==> src/rtl/assert_evt_pkg.sv <==
// assert_evt_pkg: shared record type, default sizing and a popcount helper for the event collector
package assert_evt_pkg;
  localparam int N_SRC_DEF = 8;
  localparam int DEPTH_DEF = 8;
  localparam int TS_W_DEF = 16;
  localparam int CNT_W_DEF = 16;
  localparam int ID_W_DEF = $clog2(N_SRC_DEF);
  typedef struct packed {
    logic [ID_W_DEF-1:0] id;
    logic [TS_W_DEF-1:0] ts;
  } evt_rec_t;
  function automatic logic [5:0] popcnt(input logic [31:0] v);
    popcnt = '0;
    for (int i = 0; i < 32; i++) popcnt = popcnt + 6'(v[i]);
  endfunction
endpackage

==> src/rtl/assert_evt_fifo.sv <==
// assert_evt_fifo: power-of-two ring buffer with occupancy count; ignores push when full and pop when empty
module assert_evt_fifo #(
  parameter int W = 8,
  parameter int DEPTH = 8
) (
  input  logic                     clk,
  input  logic                     rst_n,
  input  logic                     push,
  input  logic [W-1:0]             wdata,
  input  logic                     pop,
  output logic [W-1:0]             rdata,
  output logic [$clog2(DEPTH):0]   count
);
  localparam int AW = $clog2(DEPTH);
  localparam logic [AW:0] FULL = (AW+1)'(DEPTH);
  logic [W-1:0] mem [DEPTH];
  logic [AW-1:0] wptr, rptr;
  logic do_push, do_pop;
  assign do_push = push && count != FULL;
  assign do_pop = pop && count != '0;
  assign rdata = mem[rptr];
  always_ff @(posedge clk)
    if (do_push) mem[wptr] <= wdata;
  always_ff @(posedge clk or negedge rst_n)
    if (!rst_n) begin
      wptr <= '0;
      rptr <= '0;
      count <= '0;
    end else begin
      wptr <= wptr + AW'(do_push);
      rptr <= rptr + AW'(do_pop);
      count <= count + (AW+1)'(do_push) - (AW+1)'(do_pop);
    end
endmodule

==> src/rtl/assert_event_collector.sv <==
// assert_event_collector: captures checker fail pulses, arbitrates round-robin into a timestamped event FIFO
module assert_event_collector
  import assert_evt_pkg::*;
#(
  parameter int N_SRC = N_SRC_DEF,
  parameter int DEPTH = DEPTH_DEF,
  parameter int TS_W = TS_W_DEF,
  parameter int CNT_W = CNT_W_DEF
) (
  input  logic                       clk,
  input  logic                       rst_n,
  input  logic [N_SRC-1:0]           fail_i,
  output logic                       evt_valid,
  input  logic                       evt_ready,
  output logic [$clog2(N_SRC)-1:0]   evt_id,
  output logic [TS_W-1:0]            evt_ts,
  output logic [CNT_W-1:0]           fail_count,
  output logic [CNT_W-1:0]           drop_count,
  output logic                       overflow
);
  localparam int IDW = $clog2(N_SRC);
  localparam int AW = $clog2(DEPTH);
  localparam int W = IDW + TS_W;
  localparam int SW = CNT_W + 6;
  localparam logic [IDW:0] NS = (IDW+1)'(N_SRC);
  localparam logic [AW:0] FULL = (AW+1)'(DEPTH);
  localparam logic [CNT_W-1:0] CMAX = '1;
  logic [TS_W-1:0] ts;
  logic [N_SRC-1:0] pending, rot, grant_v, drop_v;
  logic [TS_W-1:0] pts [N_SRC];
  logic [IDW-1:0] rr_ptr, off, gidx;
  logic [IDW:0] gsum, rr_nx;
  logic gnt;
  logic [AW:0] count;
  logic [W-1:0] head;
  logic [SW-1:0] fsum, dsum;
  // Rotating pending by rr_ptr turns the cyclic search into a lowest-set-bit search
  always_comb begin
    rot = N_SRC'({pending, pending} >> rr_ptr);
    off = '0;
    gnt = 1'b0;
    for (int i = N_SRC - 1; i >= 0; i--)
      if (rot[i]) begin
        off = IDW'(i);
        gnt = 1'b1;
      end
    gnt = gnt && count != FULL;
    gsum = {1'b0, rr_ptr} + {1'b0, off};
    gidx = gsum >= NS ? IDW'(gsum - NS) : gsum[IDW-1:0];
    rr_nx = {1'b0, gidx} + (IDW+1)'(1);
    grant_v = {{(N_SRC-1){1'b0}}, gnt} << gidx;
    drop_v = fail_i & pending & ~grant_v;
    fsum = SW'(fail_count) + SW'(popcnt(32'(fail_i)));
    dsum = SW'(drop_count) + SW'(popcnt(32'(drop_v)));
  end
  always_ff @(posedge clk or negedge rst_n)
    if (!rst_n) begin
      ts <= '0;
      pending <= '0;
      rr_ptr <= '0;
      fail_count <= '0;
      drop_count <= '0;
      overflow <= 1'b0;
      for (int k = 0; k < N_SRC; k++) pts[k] <= '0;
    end else begin
      ts <= ts + TS_W'(1);
      pending <= (pending & ~grant_v) | fail_i;
      for (int k = 0; k < N_SRC; k++)
        if (fail_i[k] && !drop_v[k]) pts[k] <= ts;
      if (gnt) rr_ptr <= rr_nx == NS ? '0 : rr_nx[IDW-1:0];
      fail_count <= fsum > SW'(CMAX) ? CMAX : fsum[CNT_W-1:0];
      drop_count <= dsum > SW'(CMAX) ? CMAX : dsum[CNT_W-1:0];
      overflow <= overflow | (|drop_v);
    end
  assert_evt_fifo #(.W(W), .DEPTH(DEPTH)) u_fifo (
    .clk(clk),
    .rst_n(rst_n),
    .push(gnt),
    .wdata({gidx, pts[gidx]}),
    .pop(evt_valid && evt_ready),
    .rdata(head),
    .count(count)
  );
  assign evt_valid = count != '0;
  assign evt_id = evt_valid ? head[W-1:TS_W] : '0;
  assign evt_ts = evt_valid ? head[TS_W-1:0] : '0;
endmodule

==> config.mk <==
export PLATFORM = sky130hd
export DESIGN_NAME = assert_event_collector
export DESIGN_NICKNAME = d
export VERILOG_FILES = /design/src/rtl/assert_evt_pkg.sv /design/src/rtl/assert_evt_fifo.sv /design/src/rtl/assert_event_collector.sv
export SDC_FILE = /design/constraint.sdc
export NUM_CORES = 1
export LEC_CHECK = 0
export CAP_MARGIN = 10
export CORE_MARGIN = 2
export CORE_UTILIZATION = 64
export DETAILED_ROUTE_END_ITERATION = 7
export DONT_BUFFER_PORTS = 1
export GPL_TIMING_DRIVEN = 0
export PLACE_DENSITY = 0.8
export RECOVER_POWER = 25
export SLEW_MARGIN = 0
export SYNTH_ARGS = -nofsm -noshare
export SYNTH_HDL_FRONTEND = slang
export SYNTH_SLANG_ARGS = --single-unit
==> constraint.sdc <==
create_clock -name clk -period 8.2 [get_ports clk]
set_input_delay 0 -clock clk [delete_from_list [all_inputs] [get_ports clk]]
set_output_delay 0 -clock clk [all_outputs]
set_load 0.05 [all_outputs]
After elaboration in Yosys (flattened, before gate mapping)
Memories as Yosys holds them, arrays and structs flattened.
Index checks and enable logic that the tools add are counted.

storage, ports and cells
  register bits = 198
  memory bits (writable) = 152
  input bits = 11
  output and inout bits = 53
  word-level logic and storage cells = 106
  memories = 1

memory list
  name        depth  bits a word  rd ports  clocked after memory_dff  write ports  RTL line               text
  u_fifo.mem  8      19           1         0                         1            assert_evt_fifo.sv:16  logic [W-1:0] mem [DEPTH];

operators by class
  add/sub/neg operators = 24
  magnitude comparators = 4
  equal/unequal tests = 2
  shift-type cells = 2
  muxes and demuxes = 27
  bitwise gates (word level) = 7
  reductions and logical operators = 22

operator list
  cell                                                                    count
  16-bit 2-to-1 mux                                                       5
  16-bit binary-select mux with 3-bit select                              1
  16-bit by 6-bit adder with 17-bit output                                2
  17-bit by 16-bit > comparator with 1-bit output, second input constant  2
  3-bit 2-to-1 mux                                                        11
  6-bit by 1-bit adder with 6-bit output                                  4
  8-bit bitwise AND                                                       3
  16-bit by 1-bit adder with 16-bit output, second input constant         1
  16-bit by 3-bit >> shifter with 8-bit output                            1
  5-bit by 1-bit adder with 6-bit output                                  2
  1-bit logical AND                                                       12
  4-bit by 1-bit adder with 5-bit output                                  2
  1-bit 2-to-1 mux                                                        10
  3-bit by 1-bit adder with 4-bit output                                  2
  4-bit greater-or-equal comparator, second input constant                2
  1-bit zero test                                                         8
  8-bit NOT                                                               1
  8-bit OR                                                                1
  8-bit OR reduction                                                      1
  1-bit by 3-bit << shifter with 8-bit output                             1
  2-bit by 1-bit adder with 3-bit output                                  2
  3-bit by 1-bit adder with 3-bit output                                  2
  1-bit by 1-bit adder with 2-bit output                                  2
  3-bit by 1-bit adder with 4-bit output, second input constant           1
  other kinds (9)                                                         9

Longest topological paths before layout
  depth after elaboration = 25
  depth in mapped cells = 34
  mapped depth without buffers = 30

By module
A second synthesis with hierarchy kept.

second synthesis, totals
  cell total of the unflattened synthesis = 1129
  area, all modules = 16355.7 um^2

by module, submodules not included
  module                  instances  cells each  area an instance (um^2)
  assert_event_collector  1          858         9978.3
  assert_evt_fifo         1          271         6377.4

Worst setup path before layout
OpenSTA, ideal clock, no wires.

  path kind = register to register
  start = reg rr_ptr[0]
  end = reg drop_count[10]
  arrival = 7.362 ns
  path slack = 0.696 ns
  stages on the path, launching flop included = 34
  buffers on the path = 4
  clock period less this slack = 7.504 ns
  cell sequence = dfrtp_1 > buf_6 > clkbuf_1 > mux2_2 > mux2i_1 > nor3_1 > a31oi_1 > o221ai_1 > nor2_1 > o21bai_1 > a32o_1 > ha_1 > fa_1 > or3_1 > o21a_1 > and2_1 > fa_1 > inv_1 > fa_1 > inv_1 > fa_1 > fa_1 > inv_1 > fa_1 > nor2b_1 > o21ai_0 > nand2b_1 > and2_1 > and4_1 > and2_1 > clkbuf_1 > nand4_1 > clkbuf_1 > o21ai_0

between the ends
  cells in the longest elaborated chain, start to end = 25

RTL lines
  element                                                                                                  RTL line                      text
  from (decl)                                                                                              assert_event_collector.sv:31  logic [IDW-1:0] rr_ptr, off, gidx;
  from (signal assigned)                                                                                   assert_event_collector.sv:70  if (gnt) rr_ptr <= rr_nx == NS ? '0 : rr_nx[IDW-1:0];
  16-bit by 3-bit >> shifter with 8-bit output                                                             assert_event_collector.sv:39  rot = N_SRC'({pending, pending} >> rr_ptr);
  3-bit 2-to-1 mux (8 in a row)                                                                            assert_event_collector.sv:43  if (rot[i]) begin
  3-bit by 3-bit adder with 4-bit output (*)                                                               assert_event_collector.sv:48  gsum = {1'b0, rr_ptr} + {1'b0, off};
  4-bit greater-or-equal comparator / 3-bit by 1-bit subtractor with 3-bit output (equally long branches)  assert_event_collector.sv:49  gidx = gsum >= NS ? IDW'(gsum - NS) : gsum[IDW-1:0];
  3-bit 2-to-1 mux (*)                                                                                     assert_event_collector.sv:49
  named net gidx[1]                                                                                        assert_event_collector.sv:31
  1-bit by 3-bit << shifter with 8-bit output (*)                                                          assert_event_collector.sv:51  grant_v = {{(N_SRC-1){1'b0}}, gnt} << gidx;
  8-bit NOT (*)                                                                                            assert_event_collector.sv:52  drop_v = fail_i & pending & ~grant_v;
  (+3 left out)                                                                                            -
  3-bit by 1-bit adder with 4-bit output                                                                   assert_evt_pkg.sv:14          for (int i = 0; i < 32; i++) popcnt = popcnt + 6'(v[i]);
  4-bit by 1-bit adder with 5-bit output                                                                   assert_evt_pkg.sv:14
  5-bit by 1-bit adder with 6-bit output                                                                   assert_evt_pkg.sv:14
  6-bit by 1-bit adder with 6-bit output                                                                   assert_evt_pkg.sv:14
  6-bit by 1-bit adder with 6-bit output (*)                                                               assert_evt_pkg.sv:14
  16-bit by 6-bit adder with 17-bit output (*)                                                             assert_event_collector.sv:54  dsum = SW'(drop_count) + SW'(popcnt(32'(drop_v)));
  17-bit by 16-bit > comparator with 1-bit output                                                          assert_event_collector.sv:72  drop_count <= dsum > SW'(CMAX) ? CMAX : dsum[CNT_W-1:0];
  16-bit 2-to-1 mux (*)                                                                                    assert_event_collector.sv:72
  to (signal assigned)                                                                                     assert_event_collector.sv:72
  to (decl)                                                                                                assert_event_collector.sv:18  output logic [CNT_W-1:0] drop_count,

The timed path passes the listed nets; every way through them passes the cells marked *.
A chain may end at the register's enable or synchronous reset.

Final worst setup path
Ends and elaborated chain as after synthesis.

==> impl_metrics.csv <==
group,metric,value,unit
synthesis,synth-seq-cells,350,
grt,track_usage,0.2583,
timing,rsz0062_at_grt,"false",
floorplan,die_x,161.7,um
worst_setup_path,startpoint_type,"flop",
synthesis,synth_seq_area_share,0.5983,
grt,grt_pass1_vias,9385,
placement,dp_hpwl,20.69,mm
clock_network,cts_buffers,36,
synthesis,ys_warn_count,0,
timing,finalSetupViolCount,0,
clock_network,cts_tree,"done",
synthesis,netlist_area,0.01591,sq mm
synthesis,avgSynthCellArea,15.00,sq um
timing,fin_crit,7.700,ns
synthesis,synth_top_area_share,0.3114,
drt,wl_per_cell,21.73,um
placement,dp_cells,1400,
synthesis,synth_compound_area_frac,0.03185,
run_status,status,"finished with violations",
floorplan,die_y,161.7,um
floorplan,dieArea,0.02614,sq mm
timing,clock.fmax,0.1299,GHz
timing,worstMarginPinSlew,4.869,ns
synthesis,synth_xor_area_frac,0.01879,
floorplan,core_area,0.02439,sq mm
synthesis,synth-adder-area-share,0.03476,
synthesis,yosysTopAreaCell,"dfrtp_1",
synthesis,synth_edf_count,152,
worst_setup_path,cpPeakStageDelay,0.59,ns
synthesis,synth_area_leaders,"dfrtp_1, edfxtp_1, mux4_2, mux2_2, mux2_4",
clock_network,cts_sinks,350,
synthesis,synth_top_family_by_area,"multiplexers",
worst_setup_path,arrival,8.14,ns
synthesis,synth_mux_area_frac,0.2185,
drt,routed_wirelength,31.98,mm
synthesis,ys_types,61,
floorplan,rows,57,
worst_setup_path,critPathCaptureType,"flop",
worst_hold_path,hold_class,"input pin to flop",
grt,grt_start_max_net_pins,199,
cells_and_area,nNetsFinal,1170,
cells_and_area,syn2layout_area_growth,11.82,%
cells_and_area,finalNonFillerCells,1472,
synthesis,synth_cells,1061,
clock_network,cts_root_buf,"clkbuf_16",
synthesis,yosys.area_share.simple,0.07132,
synthesis,ys.flop_type,"dfrtp_1",
drt,antenna_left,0,
grt,grt_pass1_wl,51.94,mm
drt,vias,8988,
synthesis,synth_nets,1109,
timing,fin_crit_sh,0.9391,
drt,drcViolationCount,0,
drt,drtIter0Drc,742,
synthesis,yosysMostFrequentCell,"dfrtp_1",
clock_network,clk_latency,0.52,ns
placement,port_buffers,0,
grt,overflow,0,
drt,viasPerCell,6.106,
worst_setup_path,path_common_cell,"fa_1",
flow_run,maxCapViolations,1,
drt,drt_first_pass_iters,5,
synthesis,ys_top_cells_by_count,"dfrtp_1, edfxtp_1, nand2_1",
clock_network,clock_path_buffers,3,
timing,finalClockSkew,0.01609,ns
clock_network,htreeDepth,2,
worst_setup_path,rrSetupSlack,0.50,ns
floorplan,pin_count,64,
worst_setup_path,worstPathMaxFanout,19,
timing,maxSlewHeadroom,-2.246,
timing,maxSlewViolCount,199,
clock_network,path_clk_slew,0.06,ns
run_status,violations,"max-capacitance violations, max-slew violations",
worst_setup_path,slowest_stage,"fa_2",
cells_and_area,drive_gt1_frac,0.2761,
floorplan,start_util,0.6524,
worst_setup_path,critPathKind,"flop to flop",
placement,place.gp.congestion,0.8590,
synthesis,synthArstFlopShare,0.5657,
timing,hold_viol,0,
worst_setup_path,crit_required,8.64,ns
grt,antenna_found_initial,0,
cells_and_area,antenna_cells,0,
cells by family after synthesis:
logic type / count (synthesis)
xor+xnor: 32
simple gates: 241
fa+ha+maj: 37
mux: 226
compound gates: 80
flops: 350
buf+inv: 95
worst max-delay path, delay by kind of cell (launching register included):
| family | cells | cell delay, ns |
|---|---|---|
| buffers and inverters | 5 | 0.64 |
| adder cells (fa/ha/maj) | 7 | 2.96 |
| AO/OA/AOI/OAI | 7 | 1.05 |
| flip-flops | 1 | 0.37 |
| multiplexers | 2 | 0.54 |
| AND/OR/NAND/NOR | 10 | 2.05 |
repair_timing:
item	CTS	global route
pin swaps	0	2
endpoints found under the setup margin	14	16
gates cloned	0	0
hold buffers	11	0
hold endpoints to repair	252	0
gates resized for setup	2	11
buffers inserted	0	0
sequential cells by signal, indices dropped and copies added (netlist names):
name / cells
drop_count: 16
pts: 128
fail_count: 16
overflow: 1
u_fifo.rptr: 3
u_fifo.count: 4
pending: 8
u_fifo.mem: 152
rr_ptr: 3
ts: 16
u_fifo.wptr: 3
metal layers:
layer	global-route usage	up-vias	wire (um)
li1	-	4016	-
met3	0.04009	58	1509
met4	0.06959	0	664
met1	0.3610	4666	13460
met5	0	-	0
met2	0.4336	248	16350
metrics by stage:
stage	utilization	area, sq um	setup slack, ns	hold WS, ns	setup TNS, ns
2_1_floorplan	-	15910	0.6959	-0.2956	0
3_3_place_gp	0.6690	16320	-0.1958	-0.2915	-1.389
3_5_place_dp	0.6765	16500	-0.3840	-0.2925	-3.365
4_1_cts	0.7303	17810	0.1097	0.03268	0
5_1_grt	0.7295	17790	0.0002123	0.05262	0
6_report	0.7295	17790	0.4997	0.03298	0
area by class of cell:
type                            instances  area [sq um]
Buffer                                 58         290.3
Tap cell                              324         405.4
Inverter                               34         130.1
Clock inverter                         12         131.4
Fill cell                            1528          6599
Sequential cell                       350          9519
Multi-Input combinational cell        616          6015
Timing Repair Buffer                   26         247.7
Clock buffer                           52          1054
layout by cell type, fill, tap and decap left out, drive strengths merged, types with 6 or more instances in the layout:
cell           n
dfrtp        198
dlygate4sd3   10
a21oi         18
xor2          15
nand2        106
and2           8
inv           34
buf           38
nor2          50
nor3           7
nor2b         14
nand3         16
mux2i         23
and3          13
mux2         131
fa            12
nand4          6
clkinv         7
edfxtp       152
xnor2         17
o21ai         33
clkbuf        88
ha            25
mux4          72
path summary, 6_finish.rpt:
check | startpoint | endpoint | cells after the start
hold / removal | fail_i[4] | pts[63] | 2
setup / recovery | rr_ptr[0] | drop_count[10] | 31
setup reg to reg | rr_ptr[0] | drop_count[10] | 31
hold reg to reg | pts[16] | pts[16] | 1
max in group asynchronous | rst_n | pts[44] | 2
min in group asynchronous | rst_n | drop_count[1] | 2
Power is not shown: default switching activity piles up to over one toggle a cycle in this logic, so the estimate is an artifact.
